===== src/rtl/vga_frame_streamer_if.sv =====
`timescale 1ns/1ps
// Image-buffer read port and VGA pin bundle shared by the streamer and whatever
// drives the buffer / watches the monitor pins.
interface vga_frame_streamer_if #(parameter int ADDR_W = 16) ();
    logic [ADDR_W-1:0] mem_addr;
    logic [7:0]        mem_data;
    logic [7:0]        red;
    logic [7:0]        green;
    logic [7:0]        blue;
    logic              hsync;
    logic              vsync;
    logic              vga_clk;
    logic              blank_n;
    logic              frame_start;

    modport master (
        output mem_addr,
        input  mem_data,
        output red, green, blue, hsync, vsync, vga_clk, blank_n, frame_start
    );

    modport slave (
        input  mem_addr,
        output mem_data,
        input  red, green, blue, hsync, vsync, vga_clk, blank_n, frame_start
    );
endinterface


===== src/rtl/vga_frame_streamer.sv =====
`timescale 1ns/1ps
// VGA raster generator that scans a grayscale image buffer, centres it on the
// visible area and only switches between black and image on frame boundaries.
//
//   state      | meaning
//   -----------+----------------------------------------------------
//   WAIT_FRAME | syncs running, RGB forced black (no valid image yet)
//   DISPLAY    | syncs running, image window shows buffer contents
module vga_frame_streamer #(
    parameter int H_ACTIVE = 640,
    parameter int H_FP     = 16,
    parameter int H_SYNC   = 96,
    parameter int H_BP     = 48,
    parameter int V_ACTIVE = 480,
    parameter int V_FP     = 10,
    parameter int V_SYNC   = 2,
    parameter int V_BP     = 33,
    parameter int IMG_W    = 256,
    parameter int IMG_H    = 256,
    parameter int ADDR_W   = 16
) (
    input  logic                 clk,
    input  logic                 reset,
    input  logic                 enable,
    input  logic                 frame_ready,
    vga_frame_streamer_if.master bus
);
    localparam int H_TOTAL = H_ACTIVE + H_FP + H_SYNC + H_BP;
    localparam int V_TOTAL = V_ACTIVE + V_FP + V_SYNC + V_BP;
    localparam int HW      = $clog2(H_TOTAL);
    localparam int VW      = $clog2(V_TOTAL);
    localparam int X0      = (H_ACTIVE - IMG_W) / 2;
    localparam int Y0      = (V_ACTIVE - IMG_H) / 2;

    localparam logic [HW-1:0] H_LAST = HW'(H_TOTAL - 1);
    localparam logic [HW-1:0] H_VIS  = HW'(H_ACTIVE);
    localparam logic [HW-1:0] HS_BEG = HW'(H_ACTIVE + H_FP);
    localparam logic [HW-1:0] HS_END = HW'(H_ACTIVE + H_FP + H_SYNC);
    localparam logic [HW-1:0] IMG_X0 = HW'(X0);
    localparam logic [HW-1:0] IMG_X1 = HW'(X0 + IMG_W);
    localparam logic [VW-1:0] V_LAST = VW'(V_TOTAL - 1);
    localparam logic [VW-1:0] V_VIS  = VW'(V_ACTIVE);
    localparam logic [VW-1:0] VS_BEG = VW'(V_ACTIVE + V_FP);
    localparam logic [VW-1:0] VS_END = VW'(V_ACTIVE + V_FP + V_SYNC);
    localparam logic [VW-1:0] IMG_Y0 = VW'(Y0);
    localparam logic [VW-1:0] IMG_Y1 = VW'(Y0 + IMG_H);

    typedef enum logic {WAIT_FRAME = 1'b0, DISPLAY = 1'b1} state_t;

    state_t            state, state_nxt;
    logic              phase, started;
    logic [HW-1:0]     h;
    logic [VW-1:0]     v;
    logic              s1_hs, s1_vs, s1_act, s1_img;
    logic [ADDR_W-1:0] addr_q, addr_nxt;
    logic [7:0]        pix_q;
    logic              hs_q, vs_q, blank_q, fs_q;
    logic              tick, h_wrap, v_wrap, at_origin, active, in_img, hs_win, vs_win;

    assign tick      = enable & phase;
    assign h_wrap    = (h == H_LAST);
    assign v_wrap    = (v == V_LAST);
    assign at_origin = (h == '0) && (v == '0);
    assign active    = (h < H_VIS) && (v < V_VIS);
    assign in_img    = active && (h >= IMG_X0) && (h < IMG_X1) && (v >= IMG_Y0) && (v < IMG_Y1);
    assign hs_win    = (h >= HS_BEG) && (h < HS_END);
    assign vs_win    = (v >= VS_BEG) && (v < VS_END);
    assign addr_nxt  = ADDR_W'((32'(v) - 32'(Y0)) * 32'(IMG_W) + (32'(h) - 32'(X0)));

    always_ff @(posedge clk or negedge reset) begin
        if (!reset) state <= WAIT_FRAME;
        else        state <= state_nxt;
    end

    // frame_ready is only looked at when the raster sits on (0,0), so a frame is never torn
    always_comb begin
        state_nxt = state;
        if (!enable)
            state_nxt = WAIT_FRAME;
        else if (tick && at_origin)
            state_nxt = frame_ready ? DISPLAY : WAIT_FRAME;
    end

    always_ff @(posedge clk or negedge reset) begin
        if (!reset) begin
            phase   <= 1'b0;
            started <= 1'b0;
            h       <= '0;
            v       <= '0;
            s1_hs   <= 1'b1;
            s1_vs   <= 1'b1;
            s1_act  <= 1'b0;
            s1_img  <= 1'b0;
            addr_q  <= '0;
            pix_q   <= 8'h00;
            hs_q    <= 1'b1;
            vs_q    <= 1'b1;
            blank_q <= 1'b0;
            fs_q    <= 1'b0;
        end else if (!enable) begin
            phase   <= 1'b0;
            started <= 1'b0;
            h       <= '0;
            v       <= '0;
            s1_hs   <= 1'b1;
            s1_vs   <= 1'b1;
            s1_act  <= 1'b0;
            s1_img  <= 1'b0;
            addr_q  <= '0;
            pix_q   <= 8'h00;
            hs_q    <= 1'b1;
            vs_q    <= 1'b1;
            blank_q <= 1'b0;
            fs_q    <= 1'b0;
        end else begin
            phase <= ~phase;
            fs_q  <= 1'b0;
            if (tick) begin
                started <= 1'b1;
                fs_q    <= (h_wrap && v_wrap) || !started;
                if (h_wrap) begin
                    h <= '0;
                    v <= v_wrap ? '0 : v + 1'b1;
                end else begin
                    h <= h + 1'b1;
                end
                // stage 1: address goes out now, data is back before the next tick
                s1_hs  <= ~hs_win;
                s1_vs  <= ~vs_win;
                s1_act <= active;
                s1_img <= in_img;
                if (in_img) addr_q <= addr_nxt;
                hs_q    <= s1_hs;
                vs_q    <= s1_vs;
                blank_q <= s1_act;
                pix_q   <= (s1_img && state == DISPLAY) ? bus.mem_data : 8'h00;
            end
        end
    end

    assign bus.mem_addr    = addr_q;
    assign bus.red         = pix_q;
    assign bus.green       = pix_q;
    assign bus.blue        = pix_q;
    assign bus.hsync       = hs_q;
    assign bus.vsync       = vs_q;
    assign bus.blank_n     = blank_q;
    assign bus.vga_clk     = phase;
    assign bus.frame_start = fs_q;
endmodule


===== src/flat_wrapper.sv =====
// flat-port wrapper written by rule: the top's interface ports become plain ports
module vga_frame_streamer_flat 
#(
    parameter int H_ACTIVE = 640,
    parameter int H_FP     = 16,
    parameter int H_SYNC   = 96,
    parameter int H_BP     = 48,
    parameter int V_ACTIVE = 480,
    parameter int V_FP     = 10,
    parameter int V_SYNC   = 2,
    parameter int V_BP     = 33,
    parameter int IMG_W    = 256,
    parameter int IMG_H    = 256,
    parameter int ADDR_W   = 16
)
  (clk, reset, enable, frame_ready, bus_mem_addr, bus_mem_data, bus_red, bus_green, bus_blue, bus_hsync, bus_vsync, bus_vga_clk, bus_blank_n, bus_frame_start);
  vga_frame_streamer_if #(.ADDR_W(ADDR_W)) bus_i ();
  input  logic clk;
  input  logic reset;
  input  logic enable;
  input  logic frame_ready;
  output wire logic [$bits(bus_i.mem_addr)-1:0] bus_mem_addr;
  input wire logic [$bits(bus_i.mem_data)-1:0] bus_mem_data;
  output wire logic [$bits(bus_i.red)-1:0] bus_red;
  output wire logic [$bits(bus_i.green)-1:0] bus_green;
  output wire logic [$bits(bus_i.blue)-1:0] bus_blue;
  output wire logic [$bits(bus_i.hsync)-1:0] bus_hsync;
  output wire logic [$bits(bus_i.vsync)-1:0] bus_vsync;
  output wire logic [$bits(bus_i.vga_clk)-1:0] bus_vga_clk;
  output wire logic [$bits(bus_i.blank_n)-1:0] bus_blank_n;
  output wire logic [$bits(bus_i.frame_start)-1:0] bus_frame_start;
  assign bus_mem_addr = bus_i.mem_addr;
  assign bus_i.mem_data = bus_mem_data;
  assign bus_red = bus_i.red;
  assign bus_green = bus_i.green;
  assign bus_blue = bus_i.blue;
  assign bus_hsync = bus_i.hsync;
  assign bus_vsync = bus_i.vsync;
  assign bus_vga_clk = bus_i.vga_clk;
  assign bus_blank_n = bus_i.blank_n;
  assign bus_frame_start = bus_i.frame_start;
  vga_frame_streamer #(.H_ACTIVE(H_ACTIVE), .H_FP(H_FP), .H_SYNC(H_SYNC), .H_BP(H_BP), .V_ACTIVE(V_ACTIVE), .V_FP(V_FP), .V_SYNC(V_SYNC), .V_BP(V_BP), .IMG_W(IMG_W), .IMG_H(IMG_H), .ADDR_W(ADDR_W)) u_core (.clk(clk), .reset(reset), .enable(enable), .frame_ready(frame_ready), .bus(bus_i));
endmodule

===== config.mk =====
export PLATFORM = sky130hd
export DESIGN_NAME = vga_frame_streamer_flat
export DESIGN_NICKNAME = d
export VERILOG_FILES = /design/src/rtl/vga_frame_streamer_if.sv /design/src/rtl/vga_frame_streamer.sv /design/src/flat_wrapper.sv
export SDC_FILE = /design/constraint.sdc
export NUM_CORES = 1
export LEC_CHECK = 0
export ABC_AREA = 1
export CAP_MARGIN = 20
export CORE_UTILIZATION = 35
export CTS_CLUSTER_SIZE = 25
export DETAILED_ROUTE_END_ITERATION = 6
export GPL_ROUTABILITY_DRIVEN = 0
export PLACE_DENSITY = 0.6
export REMOVE_ABC_BUFFERS = 1
export SYNTH_ARGS = -nofsm -noshare
export SYNTH_HDL_FRONTEND = slang
export SYNTH_SLANG_ARGS = --single-unit

===== constraint.sdc =====
create_clock -name clk -period 5 [get_ports clk]
set_clock_uncertainty 0.15 [all_clocks]
set_input_delay 1 -clock clk [delete_from_list [all_inputs] [get_ports clk]]
set_output_delay 1 -clock clk [all_outputs]
set_load 0.05 [all_outputs]

==> results of run 1 <==
## cells by family (layout without fill, tap and decap cells)
| logic type | after synthesis | after routing |
|---|---|---|
| AND/OR/NAND/NOR | 207 | 207 |
| buffers and inverters | 86 | 128 |
| flip-flops | 55 | 55 |
| AO/OA/AOI/OAI | 53 | 53 |
| adder cells (fa/ha/maj) | 16 | 16 |
| XOR/XNOR | 8 | 8 |
## per-stage QoR
step	util, %	hold slack, ps
2_1_floorplan	-	274
3_3_place_gp	42.8	298
3_5_place_dp	42.8	296
4_1_cts	44.1	312
5_1_grt	44.1	344
6_report	44.1	306
## flip-flops by register name, indices dropped and copies added, names as in the netlist
register,count
u_core.bus.blank_n,1
u_core.s1_act,1
u_core.v,10
u_core.s1_img,1
u_core.bus.hsync,1
u_core.started,1
u_core.state,1
u_core.bus.blue,8
u_core.s1_hs,1
u_core.bus.mem_addr,16
u_core.h,10
u_core.bus.frame_start,1
u_core.bus.vga_clk,1
u_core.s1_vs,1
u_core.bus.vsync,1
## path summary, 6_finish.rpt
path | to | slack, ps | cells after the start
worst min register to register | u_core.bus.frame_start$_DFF_PN0_ | 310 | 1
min in group asynchronous | u_core.v[3]$_DFFE_PN0P_ | 660 | 2
worst max-delay path | u_core.h[6]$_DFFE_PN0P_ | 1940 | 7
worst min-delay path | u_core.bus.frame_start$_DFF_PN0_ | 310 | 1
max in group asynchronous | u_core.bus.mem_addr[0]$_DFFE_PN0P_ | 3580 | 2
worst max register to register | u_core.bus.mem_addr[14]$_DFFE_PN0P_ | 2410 | 9
## metal layers
metal  vias up  part of all wire [%]  global-route usage, %  wire (um)
li1       1417                     -                      -          -
met1      1311                    48                   22.3       3690
met2        64                    46                   28.8       3570
met3         8                   4.6                   3.76        354
met4         0                   1.0                   3.21         78
met5         -                     0                      0          0
## power by group through the flow
stage	combinational (mW)	sequential [mW]	clock, mW
after global placement	0.0652	0.464	0
after global routing	0.0746	0.456	0.335
after detailed placement	0.0665	0.464	0
after CTS	0.0667	0.455	0.319
final	0.0653	0.455	0.310
after floorplan	0.0299	0.467	0
## layout make-up
cell class	count	area, um^2	area share (%)
Tap cell	108	135	3.45
Inverter	63	236	6.03
Clock inverter	2	38.8	0.990
Clock buffer	6	72.6	1.85
Sequential cell	55	1380	35.2
Multi-Input combinational cell	284	1490	38.1
Timing Repair Buffer	57	563	14.4
## placed cells by master (no fill, tap or decap), drive strengths merged, types with 2 or more instances in the layout
cell	instances
dfstp	4
nor3b	3
nand2	109
nand4	6
buf	2
nor2	36
inv	63
clkbuf	6
dfrtp	51
nor4	3
ha	15
xor2	7
o21ai	37
nand3	41
nor3	9
a21oi	8
clkdlybuf4s50	55
==> flow_metrics.tcl, run 1 <==
set metrics [dict create \
    worstMarginPinSlew_ps 711 \
    cts_resized 0 \
    grt_max_degree 56 \
    design.portCount 57 \
    synth_fa_ha_area_share_pct 6.36 \
    cts.sinks 55 \
    antenna_found_initial 0 \
    synth_xor_area_share_pct 2.14 \
    die_x_um 98.6 \
    power_frac_comb_pct 7.9 \
    synth_seq_cells 55 \
    p_clk_share_pct 37.3 \
    synthFlopType "dfrtp_1" \
    worstSetupPathType "primary input to flip-flop" \
    max-slew-margin-rel_pct 52.6 \
    final_nets 494 \
    overflow 0 \
    route.detailed.drc 0 \
    tns_ps 0 \
    n_fill_cell 887 \
    dpl.hpwl_um 5540 \
    placed_area_um2 3810 \
    ys_types 34 \
    cp_max_fo 15 \
    synth_cells 425 \
    grt_pass1_wl_um 13200 \
    finalHoldViolations 0 \
    startpoint "enable" \
    cp_cell_sequence "clkdlybuf4s50_1, nand2_1, inv_1, nor2_1, nand2_1, nor2_1, nor3b_1" \
    rsz0062_at_grt "false" \
    first_iter_violations 108 \
    holdBufCountCts 0 \
    syn-cell-area_um2 3270 \
    synth_common_cells "109 x nand2_1, 59 x inv_1, 51 x dfrtp_1" \
    fin_ws_ps 1940 \
    antenna-diode-count 0 \
    postSynthAreaPerCell_um2 7.69 \
    critPathMaxStageDelay_ps 850 \
    r2r-start "u_core.h[7]$_DFFE_PN0P_" \
    yosysTopAreaCell "dfrtp_1" \
    p_seq_share_pct 54.8 \
    fp.dieH_um 98.6 \
    cp_data_required_time_ps 5100 \
    coreArea_um2 8890 \
    viasPerCell 4.87 \
    cts_buffer_depth 2 \
    hold_class "flip-flop to flip-flop" \
    min-delay-start "u_core.started$_DFFE_PN0P_" \
    drive_gt1_share_pct 4.71 \
    grt_pass1_vias 2795 \
    dieArea_um2 9720 \
    cts-root-buf "clkbuf_8" \
    critPathArrivalTime_ps 3160 \
    yosysTopAreaCellShare_pct 39.1 \
    synth-edff-count 0 \
    synth_compound_area_share_pct 9.57 \
    wl_per_cell_um 13.4 \
    numCtsBuffers 5 \
    rows 34 \
    setup_viol 0 \
    status "complete, no violations" \
    dp_slack_ps 1590 \
    io_buffers 56 \
    ys_seq_area_share_pct 42.3 \
    cts_post_setup_buffers_inserted 0 \
    synthMuxAreaShare_pct 0 \
    crit_family "buffers and inverters" \
    crit_path_top_delay_cell "clkdlybuf4s50_1" \
    dp_cells 567 \
    vias 2800 \
    clk_pin_slew_ps 110 \
    area_delta_synth_final_pct 20.0 \
    cts_tree "built" \
    synth_most_common_cell "nand2_1" \
    power_density_nw_per_um2 212 \
    grt_use_total_pct 16.9 \
    synthSimpleGateAreaFrac_pct 27.6 \
    ir_worst_vdd_mv 0.0855 \
    p_int_mw 0.623 \
    post-route-cell-area_um2 3920 \
    htree_levels 2 \
    synth.area.top_cells "dfrtp_1 39%, nand2_1 13%, inv_1 6.8%" \
    slew_viol_final 0 \
    layout_min_cycle_time_ps 3060 \
    drt-total-wl_um 7690 \
    ant_nets 0 \
    power.switching_mw 0.207 \
    final_cells 575 \
    period_share_pct 61.2 \
    maxCapViolations 0 \
    start_util_pct 36.7 \
    first_pass_iters 4 \
    swShare_pct 25.0 \
    synth_top_family_by_area "simple AND/OR/NAND/NOR gates" \
    clkLatencyLatePin_ps 330 \
    crit_path_end_kind "flip-flop" \
    crit_buf_inv 2 \
    async_flop_share_pct 100 \
    power.leakage_nw 1.89 \
    fmax_mhz 327 \
    yosysWarningCount 0 \
    total_power_mw 0.831 \
    cp-start-kind "primary input" \
]
No activity file was read; power rests on OpenSTA's default activity.
==> run 2: changes to the inputs <==
==> constraint.sdc (replaced) <==
create_clock -name clk -period 3.15 [get_ports clk]
set_clock_uncertainty 0.15 [all_clocks]
set_input_delay 0.63 -clock clk [delete_from_list [all_inputs] [get_ports clk]]
set_output_delay 0.63 -clock clk [all_outputs]
set_load 0.05 [all_outputs]
==> flow_metrics.tcl, run 2 (synthesis gave the netlist of run 1 again) <==
set metrics [dict create \
    status "complete, no violations" \
    dpl.hpwl_um 5810 \
    ant_nets 0 \
    period_share_pct 77.9 \
    r2r_setup_slack_ps 800 \
    final_nets 500 \
    final_cells 581 \
    reg2reg_to "u_core.bus.mem_addr[14]$_DFFE_PN0P_" \
    cts_tree "built" \
    r2r-start "u_core.v[4]$_DFFE_PN0P_" \
    first_pass_iters 4 \
    layout_min_cycle_time_ps 2450 \
    crit_buf_inv 1 \
    final_cell_mix "109 x nand2_1, 59 x inv_1, 55 x clkdlybuf4s50_1, 51 x dfrtp_1, 41 x nand3_1" \
    cts_buffer_depth 2 \
    drt-total-wl_um 7710 \
    area_delta_synth_final_pct 21.5 \
    grt_pass1_wl_um 13400 \
    htree_levels 2 \
    ir_worst_vdd_mv 0.192 \
    clkLatencyLatePin_ps 320 \
    io_buffers 56 \
    fp.dieH_um 98.6 \
    cts_resized 0 \
    finalHoldViolations 0 \
    first_iter_violations 105 \
    numCtsBuffers 5 \
    cp-start-kind "flip-flop" \
    final_common_cell "nand2_1" \
    power.leakage_nw 1.92 \
    start_util_pct 36.7 \
    max-slew-margin-rel_pct 41.0 \
    power.switching_mw 0.336 \
    critPathArrivalTime_ps 1670 \
    antenna_found_initial 0 \
    cts_post_setup_buffers_inserted 0 \
    maxCapViolations 0 \
    hold_class "primary input to async pin" \
    dp_cells 573 \
    wl_per_cell_um 13.3 \
    p_clk_share_pct 37.5 \
    drive_gt1_share_pct 6.13 \
    setup_viol 0 \
    total_power_mw 1.33 \
    critPathMaxStageDelay_ps 810 \
    crit_path_top_delay_cell "clkdlybuf4s50_1" \
    worstMarginPinSlew_ps 885 \
    rows 34 \
    crit_path_end_kind "primary output" \
    slew_viol_final 0 \
    coreArea_um2 8890 \
    rr_worst_depth 12 \
    vias 2861 \
    cts-root-buf "clkbuf_8" \
    rsz0062_at_grt "false" \
    cts.sinks 55 \
    overflow 0 \
    route.detailed.drc 0 \
    dieArea_um2 9720 \
    power_frac_comb_pct 8.2 \
    swShare_pct 25.2 \
    holdBufCountCts 0 \
    p_int_mw 0.993 \
    die_x_um 98.6 \
    cp_cell_sequence "clkdlybuf4s50_1" \
    clk_pin_slew_ps 110 \
    cp_data_required_time_ps 2370 \
    power_density_nw_per_um2 335 \
    antenna-diode-count 0 \
    grt_use_total_pct 17.0 \
    grt_max_degree 40 \
    crit_family "buffers and inverters" \
    worstSetupPathType "flip-flop to primary output" \
    design.portCount 57 \
    cp_max_fo 2 \
    largest_register_ffs 16 \
    viasPerCell 4.92 \
    grt_pass1_vias 2890 \
    tns_ps 0 \
    p_seq_share_pct 54.4 \
    fmax_mhz 408 \
]
-- run 2: cell types whose count changed in the layout (fill, tap and decap cells not counted), sizes merged --
cell,before,now
buf,2,8
clkbuf,6,5
clkinv,1,2
-- run 2: layout make-up --
class / instances / area (um^2)
multi-input combinational: 284 / 1490
inverter: 63 / 236
sequential: 55 / 1380
tap: 108 / 135
timing repair buffer: 63 / 608
clock inverter: 3 / 47.5
clock buffer: 5 / 68.8
fill: 926 / 4920
-- run 2: how the worst max path moves through the flow --
stage	startpoint	endpoint	slack, ps	cells past startpoint
after global placement	enable	u_core.bus.blue[5]$_DFFE_PN0P_	720	5
after global routing	u_core.h[6]$_DFFE_PN0P_	u_core.bus.mem_addr[14]$_DFFE_PN0P_	530	13
after CTS	u_core.bus.hsync$_DFFE_PN1P_	bus_hsync	670	1
after detailed placement	enable	u_core.state$_DFFE_PN0P_	620	6
after floorplan	u_core.h[6]$_DFFE_PN0P_	u_core.bus.mem_addr[14]$_DFFE_PN0P_	1080	13
final	u_core.bus.hsync$_DFFE_PN1P_	bus_hsync	700	1
-- run 2: stage by stage --
stage               hold slack, ps  setup slack, ps  instance area (um^2)  util, %
floorplan                      184             1080                  3110        -
global placement               310              724                  3850     43.3
detailed placement             305              624                  3850     43.3
CTS                            301              674                  3970     44.6
global route                   334              531                  3970     44.6
finish                         266              697                  3970     44.6
-- run 2: worst register-to-register path, cell delays in order (launching register included) --
cell and delay, ps:
dfrtp_1 510, clkinv_1 300, ha_1 390, ha_1 360, nand4_1 130, nand2_1 80
inv_1 40, nand2_1 40, inv_1 50, nand2_1 60, nand2_1 40, nand3_1 60
nand2_1 50
-- run 2: layer usage --
layer  track usage, %  part of all wire (%)  wire length [um]  vias up
li1                 -                     -                 -     1435
met1             22.5                    47              3610     1349
met2             29.4                    48              3670       71
met3             3.05                   4.8               367        6
met4             3.44                  0.84                65        0
met5                0                     0                 0        -
-- run 2: power groups by stage --
stage / sequential, mW / combinational [mW] / clock [mW]
final: 0.723 / 0.108 / 0.498
after global routing: 0.724 / 0.123 / 0.537
after CTS: 0.723 / 0.111 / 0.513
after detailed placement: 0.736 / 0.111 / 0
after global placement: 0.736 / 0.109 / 0
after floorplan: 0.741 / 0.0474 / 0
==> run 3: changes to the inputs <==
==> constraint.sdc (replaced) <==
create_clock -name clk -period 2.3 [get_ports clk]
set_clock_uncertainty 0.15 [all_clocks]
set_input_delay 0.46 -clock clk [delete_from_list [all_inputs] [get_ports clk]]
set_output_delay 0.46 -clock clk [all_outputs]
set_load 0.05 [all_outputs]
==> flow_metrics.tcl, run 3 (synthesis gave the netlist of run 1 again) <==
set metrics [dict create \
    cp_max_fo 5 \
    ir_worst_vdd_mv 0.293 \
    post-route-cell-area_um2 4080 \
    dpl.hpwl_um 6110 \
    first_iter_violations 165 \
    cts_tree "built" \
    cts_buffer_depth 2 \
    grt_use_total_pct 17.8 \
    n_fill_cell 894 \
    critPathMaxStageDelay_ps 830 \
    finalHoldViolations 11 \
    first_pass_iters 4 \
    drive_gt1_share_pct 11.3 \
    rr_worst_depth 13 \
    coreArea_um2 8890 \
    period_share_pct 95.1 \
    overflow 0 \
    crit_path_top_delay_cell "clkdlybuf4s50_1" \
    crit_buf_inv 1 \
    viasPerCell 4.87 \
    clk_pin_slew_ps 110 \
    placed_area_um2 3940 \
    cts.sinks 55 \
    maxCapViolations 0 \
    power_density_nw_per_um2 449 \
    reg2reg_to "u_core.bus.mem_addr[14]$_DFFE_PN0P_" \
    r2r_setup_slack_ps 210 \
    fp.dieH_um 98.6 \
    rsz0062_at_grt "false" \
    antenna-diode-count 0 \
    layout_min_cycle_time_ps 2190 \
    dieArea_um2 9720 \
    grt_pass1_wl_um 13800 \
    clkLatencyLatePin_ps 320 \
    critPathArrivalTime_ps 1580 \
    vias 2894 \
    final_cell_mix "108 x nand2_1, 56 x inv_1, 53 x clkdlybuf4s50_1, 47 x dfrtp_1, 41 x nand3_1" \
    wl_per_cell_um 13.7 \
    worstSetupPathType "flip-flop to primary output" \
    crit_path_end_kind "primary output" \
    numCtsBuffers 5 \
    final_common_cell "nand2_1" \
    io_buffers 56 \
    drt-total-wl_um 8120 \
    area_delta_synth_final_pct 24.8 \
    dp_slack_ps 93.9 \
    die_x_um 98.6 \
    final_nets 513 \
    violations "hold timing" \
    antenna_found_initial 0 \
    grt_max_degree 30 \
    rows 34 \
    design.portCount 57 \
    cts-root-buf "clkbuf_8" \
    power.leakage_nw 1.98 \
    cp_data_required_time_ps 1690 \
    largest_register_ffs 16 \
    cp_cell_sequence "clkdlybuf4s50_1" \
    holdWs_ps -17.5 \
    fmax_mhz 457 \
    grt_pass1_vias 2890 \
    crit_family "buffers and inverters" \
    status "complete, but fails checks" \
    route.detailed.drc 0 \
    htree_levels 2 \
    max-slew-margin-rel_pct 64.2 \
    fin_ws_ps 113 \
    r2r-start "u_core.h[7]$_DFFE_PN0P_" \
    tns_ps 0 \
    cp-start-kind "flip-flop" \
    setup_viol 0 \
    ant_nets 0 \
    holdBufCountCts 0 \
    hold_class "primary input to async pin" \
    slew_viol_final 0 \
    start_util_pct 36.7 \
    worstMarginPinSlew_ps 533 \
]
## run 3: what timing repair did
action	CTS	global route
gates resized for setup	0	11
buffers inserted	0	1
endpoints found under the hold margin	0	0
setup endpoints to repair	0	5
## run 3: metal layers
metal	global-route usage, %	part of all wire [%]	up-vias
met5	0	0	-
met4	4.59	0.91	0
met3	3.19	4.2	6
met2	29.4	47	74
met1	24.2	48	1352
li1	-	-	1462
## run 3: layout make-up
cell class | count | area, um^2 | area share (%)
multi-input combinational | 284 | 1500 | 36.8
sequential | 55 | 1390 | 34.0
timing repair buffer | 76 | 701 | 17.2
inverter | 63 | 236 | 5.80
tap | 108 | 135 | 3.31
clock buffer | 6 | 82.6 | 2.03
clock inverter | 2 | 35.0 | 0.859
## run 3: report_power, final
part | internal (mW) | leakage [nW] | switching, mW
Sequential | 0.978 | 0.741 | 0.0123
Clock | 0.353 | 0.0612 | 0.328
Combinational | 0.0605 | 1.18 | 0.100
Total | 1.39 | 1.98 | 0.441
## run 3: how the worst max path moves through the flow
stage                            startpoint                             endpoint  slack (ps)  depth (start not counted)
3_3_place_gp                         enable             u_core.state$_DFFE_PN0P_          80                          6
6_report       u_core.bus.vga_clk$_DFF_PN0_                          bus_vga_clk         110                          1
3_5_place_dp                         enable             u_core.state$_DFFE_PN0P_          90                          6
4_1_cts             u_core.h[7]$_DFFE_PN0P_  u_core.bus.mem_addr[14]$_DFFE_PN0P_          90                         13
5_1_grt             u_core.h[6]$_DFFE_PN0P_  u_core.bus.mem_addr[15]$_DFFE_PN0P_           2                         14
2_1_floorplan       u_core.h[6]$_DFFE_PN0P_  u_core.bus.mem_addr[14]$_DFFE_PN0P_         230                         13
## run 3: through the flow
stage | utilization, % | total power, mW | hold WS [ps] | instances
5_1_grt | 45.9 | 1.92 | 16.1 | 594
2_1_floorplan | - | 1.08 | 14.4 | 402
3_5_place_dp | 44.3 | 1.17 | 301 | 585
6_report | 45.9 | 1.83 | -17.5 | 594
4_1_cts | 45.6 | 1.86 | 1.04 | 593
3_3_place_gp | 44.3 | 1.17 | 290 | 585
